`config.mk`:
```
export PLATFORM = sky130hd
export DESIGN_NAME = rgb2ycbcr_pipe_flat
export DESIGN_NICKNAME = d
export VERILOG_FILES = /design/src/rtl/rgb2ycbcr_pipe_if.sv /design/src/rtl/rgb2ycbcr_pipe.sv /design/src/flat_wrapper.sv
export SDC_FILE = /design/constraint.sdc
export NUM_CORES = 2
export LEC_CHECK = 0
export BUFFER_PORTS_ARGS = -buffer_cell sky130_fd_sc_hd__buf_2
export CORE_MARGIN = 2
export CORE_UTILIZATION = 45
export CTS_BUF_LIST = sky130_fd_sc_hd__clkbuf_16
export DETAILED_ROUTE_END_ITERATION = 6
export PLACE_DENSITY = 0.65
export SETUP_SLACK_MARGIN = 0.5
export SYNTH_ARGS = -nofsm -noshare
export SYNTH_HDL_FRONTEND = slang
export SYNTH_SLANG_ARGS = --single-unit
```
`constraint.sdc`:
```
create_clock -name clk -period 15.85 [get_ports clk]
set_clock_uncertainty 0.2 [all_clocks]
set_input_delay 2.3775 -clock clk [delete_from_list [all_inputs] [get_ports clk]]
set_output_delay 2.3775 -clock clk [all_outputs]
set_load 0.005 [all_outputs]
```
`src/rtl/rgb2ycbcr_pipe_if.sv`:
```
// Pixel-stream bundle for rgb2ycbcr_pipe: RGB input side and Y/Cb/Cr output side.
// The master is the video source/sink, and the slave is the converter.
interface rgb2ycbcr_pipe_if #(
  parameter int COLORDEPTH = 8
);
  logic                  mode_i;
  logic [COLORDEPTH-1:0] red_i;
  logic [COLORDEPTH-1:0] green_i;
  logic [COLORDEPTH-1:0] blue_i;
  logic                  dv_i;
  logic                  hs_i;
  logic                  vs_i;

  logic [COLORDEPTH-1:0] y_o;
  logic [COLORDEPTH-1:0] cb_o;
  logic [COLORDEPTH-1:0] cr_o;
  logic                  dv_o;
  logic                  hs_o;
  logic                  vs_o;
  logic                  line_end_o;
  logic                  mode_o;

  modport master (
    output mode_i, red_i, green_i, blue_i, dv_i, hs_i, vs_i,
    input  y_o, cb_o, cr_o, dv_o, hs_o, vs_o, line_end_o, mode_o
  );

  modport slave (
    input  mode_i, red_i, green_i, blue_i, dv_i, hs_i, vs_i,
    output y_o, cb_o, cr_o, dv_o, hs_o, vs_o, line_end_o, mode_o
  );
endinterface

```
`src/rtl/rgb2ycbcr_pipe.sv`:
```
// Five-stage RGB -> Y/Cb/Cr converter with a BT.601/BT.709 coefficient set chosen once per frame.
// The outputs are rounded and saturated, and the sync/valid flags are delayed to match the pixel data.
module rgb2ycbcr_pipe #(
  parameter int COLORDEPTH = 8,
  parameter int FRAC       = 17
) (
  input logic             clk,
  input logic             rst_n,
  rgb2ycbcr_pipe_if.slave bus
);
  localparam int CD = COLORDEPTH;
  localparam int PW = CD + 1 + 18;
  localparam int SW = CD + FRAC + 3;

  typedef logic signed [17:0]   coef_t;
  typedef logic signed [PW-1:0] prod_t;
  typedef logic signed [SW-1:0] sum_t;

  localparam sum_t RND  = sum_t'(1) <<< (FRAC - 1);
  localparam sum_t OFS  = sum_t'(1) <<< (CD - 1 + FRAC);
  localparam sum_t MAXV = sum_t'((1 << CD) - 1);

  // Order: {Y, Cb, Cr} x {R, G, B}, Q1.17 reference values.
  localparam int K601 [9] = '{39191, 76939, 14942, -22116, -43420, 65536, 65536, -54878, -10658};
  localparam int K709 [9] = '{27866, 93743,  9463, -15017, -50519, 65536, 65536, -59527,  -6009};

  // Rescale a Q1.17 coefficient to Q1.FRAC. FRAC values above 17 do not fit the 18-bit format.
  function automatic coef_t scale(input int c17);
    int sh;
    int v;
    sh = 17 - FRAC;
    if (sh <= 0) v = c17;
    else         v = (c17 + (1 <<< (sh - 1))) >>> sh;
    return coef_t'(v);
  endfunction

  logic vs_prev, armed, active_mode;
  logic vs_rise, mode_eff;

  // armed blocks the first post-reset cycle, so a vs already high at release is not taken as an edge.
  assign vs_rise  = armed & bus.vs_i & ~vs_prev;
  assign mode_eff = vs_rise ? bus.mode_i : active_mode;

  logic [CD-1:0] comp1 [3];
  logic [3:0]    dv_p, hs_p, vs_p, md_p;
  coef_t         k [9];
  prod_t         prod [9];
  sum_t          part_rg [3];
  sum_t          part_b [3];
  sum_t          sum4 [3];
  sum_t          shifted [3];
  logic [CD-1:0] sat [3];

  logic [CD-1:0] y_q, cb_q, cr_q;
  logic          dv_q, hs_q, vs_q, le_q, md_q;

  always_comb begin
    for (int i = 0; i < 9; i++) k[i] = md_p[0] ? scale(K709[i]) : scale(K601[i]);
  end

  // NOTE: each combinational output gets a default before the if-chain, so no latch is inferred.
  always_comb begin
    for (int c = 0; c < 3; c++) begin
      shifted[c] = sum4[c] >>> FRAC;
      sat[c]     = '0;
      if (shifted[c] > MAXV)     sat[c] = MAXV[CD-1:0];
      else if (shifted[c] >= 0)  sat[c] = shifted[c][CD-1:0];
    end
  end

  // NOTE: every pipeline register is a flop rather than RAM, so all of them clear on reset.
  // A mid-frame reset therefore flushes the whole pipe at once.
  always_ff @(posedge clk or negedge rst_n) begin
    if (!rst_n) begin
      vs_prev     <= 1'b0;
      armed       <= 1'b0;
      active_mode <= 1'b0;
      dv_p        <= '0;
      hs_p        <= '0;
      vs_p        <= '0;
      md_p        <= '0;
      for (int j = 0; j < 3; j++) comp1[j] <= '0;
      for (int i = 0; i < 9; i++) prod[i] <= '0;
      for (int c = 0; c < 3; c++) begin
        part_rg[c] <= '0;
        part_b[c]  <= '0;
        sum4[c]    <= '0;
      end
      y_q  <= '0;
      cb_q <= '0;
      cr_q <= '0;
      dv_q <= 1'b0;
      hs_q <= 1'b0;
      vs_q <= 1'b0;
      le_q <= 1'b0;
      md_q <= 1'b0;
    end else begin
      // NOTE: non-blocking assignments keep each stage reading the previous cycle's values.
      vs_prev <= bus.vs_i;
      armed   <= 1'b1;
      if (vs_rise) active_mode <= bus.mode_i;

      comp1[0] <= bus.red_i;
      comp1[1] <= bus.green_i;
      comp1[2] <= bus.blue_i;
      dv_p     <= {dv_p[2:0], bus.dv_i};
      hs_p     <= {hs_p[2:0], bus.hs_i};
      vs_p     <= {vs_p[2:0], bus.vs_i};
      md_p     <= {md_p[2:0], mode_eff};

      for (int i = 0; i < 9; i++)
        prod[i] <= prod_t'($signed({1'b0, comp1[i % 3]})) * prod_t'(k[i]);

      // The chroma offset is added together with the rounding constant, in the same adder.
      for (int c = 0; c < 3; c++) begin
        part_rg[c] <= sum_t'(prod[3*c]) + sum_t'(prod[3*c+1]);
        part_b[c]  <= sum_t'(prod[3*c+2]);
        sum4[c]    <= part_rg[c] + part_b[c] + ((c == 0) ? RND : RND + OFS);
      end

      y_q  <= sat[0];
      cb_q <= sat[1];
      cr_q <= sat[2];
      dv_q <= dv_p[3];
      hs_q <= hs_p[3];
      vs_q <= vs_p[3];
      md_q <= md_p[3];
      le_q <= dv_q & ~dv_p[3];
    end
  end

  assign bus.y_o        = y_q;
  assign bus.cb_o       = cb_q;
  assign bus.cr_o       = cr_q;
  assign bus.dv_o       = dv_q;
  assign bus.hs_o       = hs_q;
  assign bus.vs_o       = vs_q;
  assign bus.line_end_o = le_q;
  assign bus.mode_o     = md_q;
endmodule
```
`src/flat_wrapper.sv`:
```
// flat-port wrapper written by rule: the top's interface ports become plain ports
module rgb2ycbcr_pipe_flat 
#(
  parameter int COLORDEPTH = 8,
  parameter int FRAC       = 17
)
  (clk, rst_n, bus_mode_i, bus_red_i, bus_green_i, bus_blue_i, bus_dv_i, bus_hs_i, bus_vs_i, bus_y_o, bus_cb_o, bus_cr_o, bus_dv_o, bus_hs_o, bus_vs_o, bus_line_end_o, bus_mode_o);
  rgb2ycbcr_pipe_if #(.COLORDEPTH(COLORDEPTH)) bus_i ();
  input logic clk;
  input logic rst_n;
  input wire logic [$bits(bus_i.mode_i)-1:0] bus_mode_i;
  input wire logic [$bits(bus_i.red_i)-1:0] bus_red_i;
  input wire logic [$bits(bus_i.green_i)-1:0] bus_green_i;
  input wire logic [$bits(bus_i.blue_i)-1:0] bus_blue_i;
  input wire logic [$bits(bus_i.dv_i)-1:0] bus_dv_i;
  input wire logic [$bits(bus_i.hs_i)-1:0] bus_hs_i;
  input wire logic [$bits(bus_i.vs_i)-1:0] bus_vs_i;
  output wire logic [$bits(bus_i.y_o)-1:0] bus_y_o;
  output wire logic [$bits(bus_i.cb_o)-1:0] bus_cb_o;
  output wire logic [$bits(bus_i.cr_o)-1:0] bus_cr_o;
  output wire logic [$bits(bus_i.dv_o)-1:0] bus_dv_o;
  output wire logic [$bits(bus_i.hs_o)-1:0] bus_hs_o;
  output wire logic [$bits(bus_i.vs_o)-1:0] bus_vs_o;
  output wire logic [$bits(bus_i.line_end_o)-1:0] bus_line_end_o;
  output wire logic [$bits(bus_i.mode_o)-1:0] bus_mode_o;
  assign bus_i.mode_i = bus_mode_i;
  assign bus_i.red_i = bus_red_i;
  assign bus_i.green_i = bus_green_i;
  assign bus_i.blue_i = bus_blue_i;
  assign bus_i.dv_i = bus_dv_i;
  assign bus_i.hs_i = bus_hs_i;
  assign bus_i.vs_i = bus_vs_i;
  assign bus_y_o = bus_i.y_o;
  assign bus_cb_o = bus_i.cb_o;
  assign bus_cr_o = bus_i.cr_o;
  assign bus_dv_o = bus_i.dv_o;
  assign bus_hs_o = bus_i.hs_o;
  assign bus_vs_o = bus_i.vs_o;
  assign bus_line_end_o = bus_i.line_end_o;
  assign bus_mode_o = bus_i.mode_o;
  rgb2ycbcr_pipe #(.COLORDEPTH(COLORDEPTH), .FRAC(FRAC)) u_core (.clk(clk), .rst_n(rst_n), .bus(bus_i));
endmodule
```
==> results.toml <==
[worst_setup_path]
worstPathArrival_ns = 6.39
path_class = "reg2reg"
path_max_fanout = 59
cp_data_required_time_ns = 16.14
critPathLaunchType = "register"
crit_path_end_kind = "register"

[synthesis]
synth_common_cells = "inv_1, ha_1, dfrtp_1"
ys_ff_latch = 420
synth_top_area_frac = 0.274
syn_area_um2 = 38300
yosysSeqAreaShare = 0.274
yosysMostFrequentCell = "inv_1"
yosys_warnings = 0
synthTopCellsByArea = "dfrtp_1, fa_1, ha_1"
syn_inst = 3761
yosysTopAreaCell = "dfrtp_1"
ys.flop_type = "dfrtp_1"
syn_area_per_cell_um2 = 10.2
yosysUniqueCellTypes = 89
synthArstFlopShare = 1.00
synth_edf_count = 0

[timing]
max_freq_mhz = 164
setup_viol = 0
worst_pin_slew_ns = 0.990
fin_setup_tns_ns = 0
final_hold_viol_count = 0
finalCriticalPeriod_ns = 6.10
slew_violations = 0
maxSlewHeadroom = 0.340
finalCritPeriodShare = 0.385
rsz0062_at_grt = "no"

[final_layout]
synthToLayoutAreaGrowth_pct = 8.77
num-nets-final = 4887
drive_above_1_share = 0.0522

[global_route]
antenna_found_initial = 3
grt_overflow_total = 0
grt_use_met3 = 0.0375
grt_max_degree = 82
grt_util_met1 = 0.290
grt_pass1_wl_um = 142000
grtUsageMet2 = 0.323
grt_use_total = 0.208
top_usage_layer = "met2"
first_global_vias = 26400

[flow_run]
drv_cap = 0

[clock_network]
numCtsBuffers = 49
cts_tree = "yes"
post_cts_buffers = 0
clockBufferDepth = 3
cts_root_buf = "clkbuf_16"
path_clk_slew_ns = 0.06
ctsHoldBuffers = 0
clock_latency_ns = 0.64
htreeDepth = 2
cts_sinks = 420
post_cts_resized = 0

[min_path]
hold_path_class = "reg2reg"

[place]
portBuffers = 58
gp_congestion = 0.950
hpwl_um = 72000

[floorplanning]
core-area_um2 = 84000
initial_core_util = 0.456
die_w_um = 296
ios = 59
rows = 106
die_y_um = 296
dieArea_um2 = 87400

[detailed_routing]
num_vias = 25200
routed_wl_um = 86600
drt_first_pass_iters = 5
drtIter0Drc = 1554
wl_per_cell_um = 17.2
drc = 0
drt.antenna.violating_nets = 0
via_per_inst = 4.99

[outcome]
status = "complete, no violations"
[flip-flops by register name (all words and copies together), names as in the netlist, 4 cells and up]
| register | cells |
|---|---|
| u_core.md_p | 4 |
| u_core.shifted | 33 |
| u_core.bus.cb_o | 8 |
| u_core.part_b | 55 |
| u_core.hs_p | 4 |
| u_core.comp1 | 24 |
| u_core.prod | 195 |
| u_core.dv_p | 4 |
| u_core.vs_p | 4 |
| u_core.part_rg | 67 |
| u_core.bus.cr_o | 8 |
| u_core.bus.y_o | 8 |
[metal layers]
metal / wire length, um / part of all wire / vias to the layer above
met2: 38200 / 0.44 / 568
met4: 3590 / 0.041 / 0
met5: 0 / 0 / -
met3: 5200 / 0.060 / 147
met1: 39600 / 0.46 / 12300
li1: - / - / 12200
[through the flow]
step	hold slack [ns]	setup WS, ns	cell area (um2)	util	std cells
final	0.133	9.75	41600	0.496	5046
after detailed placement	0.135	9.83	40000	0.477	4956
after global placement	0.132	9.93	40000	0.477	4956
after CTS	0.130	9.82	41600	0.496	5045
after floorplan	0.131	10.07	38500	-	3815
after global routing	0.127	9.41	41600	0.496	5045
[worst paths after layout]
kind	to	startpoint	slack (ns)	depth (start not counted)
max	u_core.prod[52]	u_core.md_p[0]	9.75	18
min	u_core.part_b[61]	u_core.prod[167]	0.13	0
max reg2reg	u_core.prod[52]	u_core.md_p[0]	9.75	18
min reg2reg	u_core.part_b[61]	u_core.prod[167]	0.13	0
max in group asynchronous	u_core.bus.hs_o	rst_n	11.80	3
min in group asynchronous	u_core.comp1[9]	rst_n	1.47	1
[cells by family (layout without fill, tap and decap cells)]
| logic type | count (synthesis) | in the layout | synth area share |
|---|---|---|---|
| and+or+nand+nor | 557 | 557 | 0.0691 |
| DFF | 420 | 420 | 0.274 |
| xor gates and xnor gates | 208 | 208 | 0.0476 |
| other | 2 | 57 | 0.000196 |
| adders and majority gates | 984 | 984 | 0.403 |
| muxes | 4 | 4 | 0.00108 |
| buffers and inverters | 962 | 1058 | 0.0946 |
| AOI/OAI and AO/OA | 624 | 624 | 0.109 |
[area by class of cell]
cell class | count | area (um2)
multi-input combinational | 2433 | 24400
clock buffer | 49 | 1230
clock inverter | 40 | 377
fill | 7613 | 42300
tap | 1134 | 1420
antenna | 1 | 2.50
inverter | 903 | 3390
timing repair buffer | 66 | 360
sequential | 420 | 10500
[layout by cell type, fill, tap and decap left out, types with 35 or more instances in the layout]
master,synthesis,layout
inv_1,899,903
ha_1,566,566
dfrtp_1,420,419
fa_1,418,418
a21oi_1,185,185
nor2_1,183,183
xnor2_1,147,147
nand2_1,138,138
a21o_1,103,103
o21ai_0,78,78
xor2_1,61,61
buf_2,2,57
conb_1,2,56
clkbuf_16,0,49
nand3_1,44,44
nand2b_1,35,35
[worst max-delay path, cell delays in order (launching register included)]
cell,delay [ns]
dfrtp_2,0.36
buf_4,0.54
nand2_1,0.34
inv_1,0.42
fa_1,0.48
inv_1,0.12
fa_1,0.49
fa_1,0.51
fa_1,0.48
inv_1,0.04
ha_1,0.34
nand3_1,0.11
o211ai_1,0.13
o41ai_2,0.42
o211ai_1,0.16
a31oi_1,0.33
o2bb2ai_1,0.21
o21ai_1,0.12
xor2_1,0.14
Power is left out: the tool's default activity adds up to more than one toggle a clock period on the data nets, which glitch-free logic cannot reach.
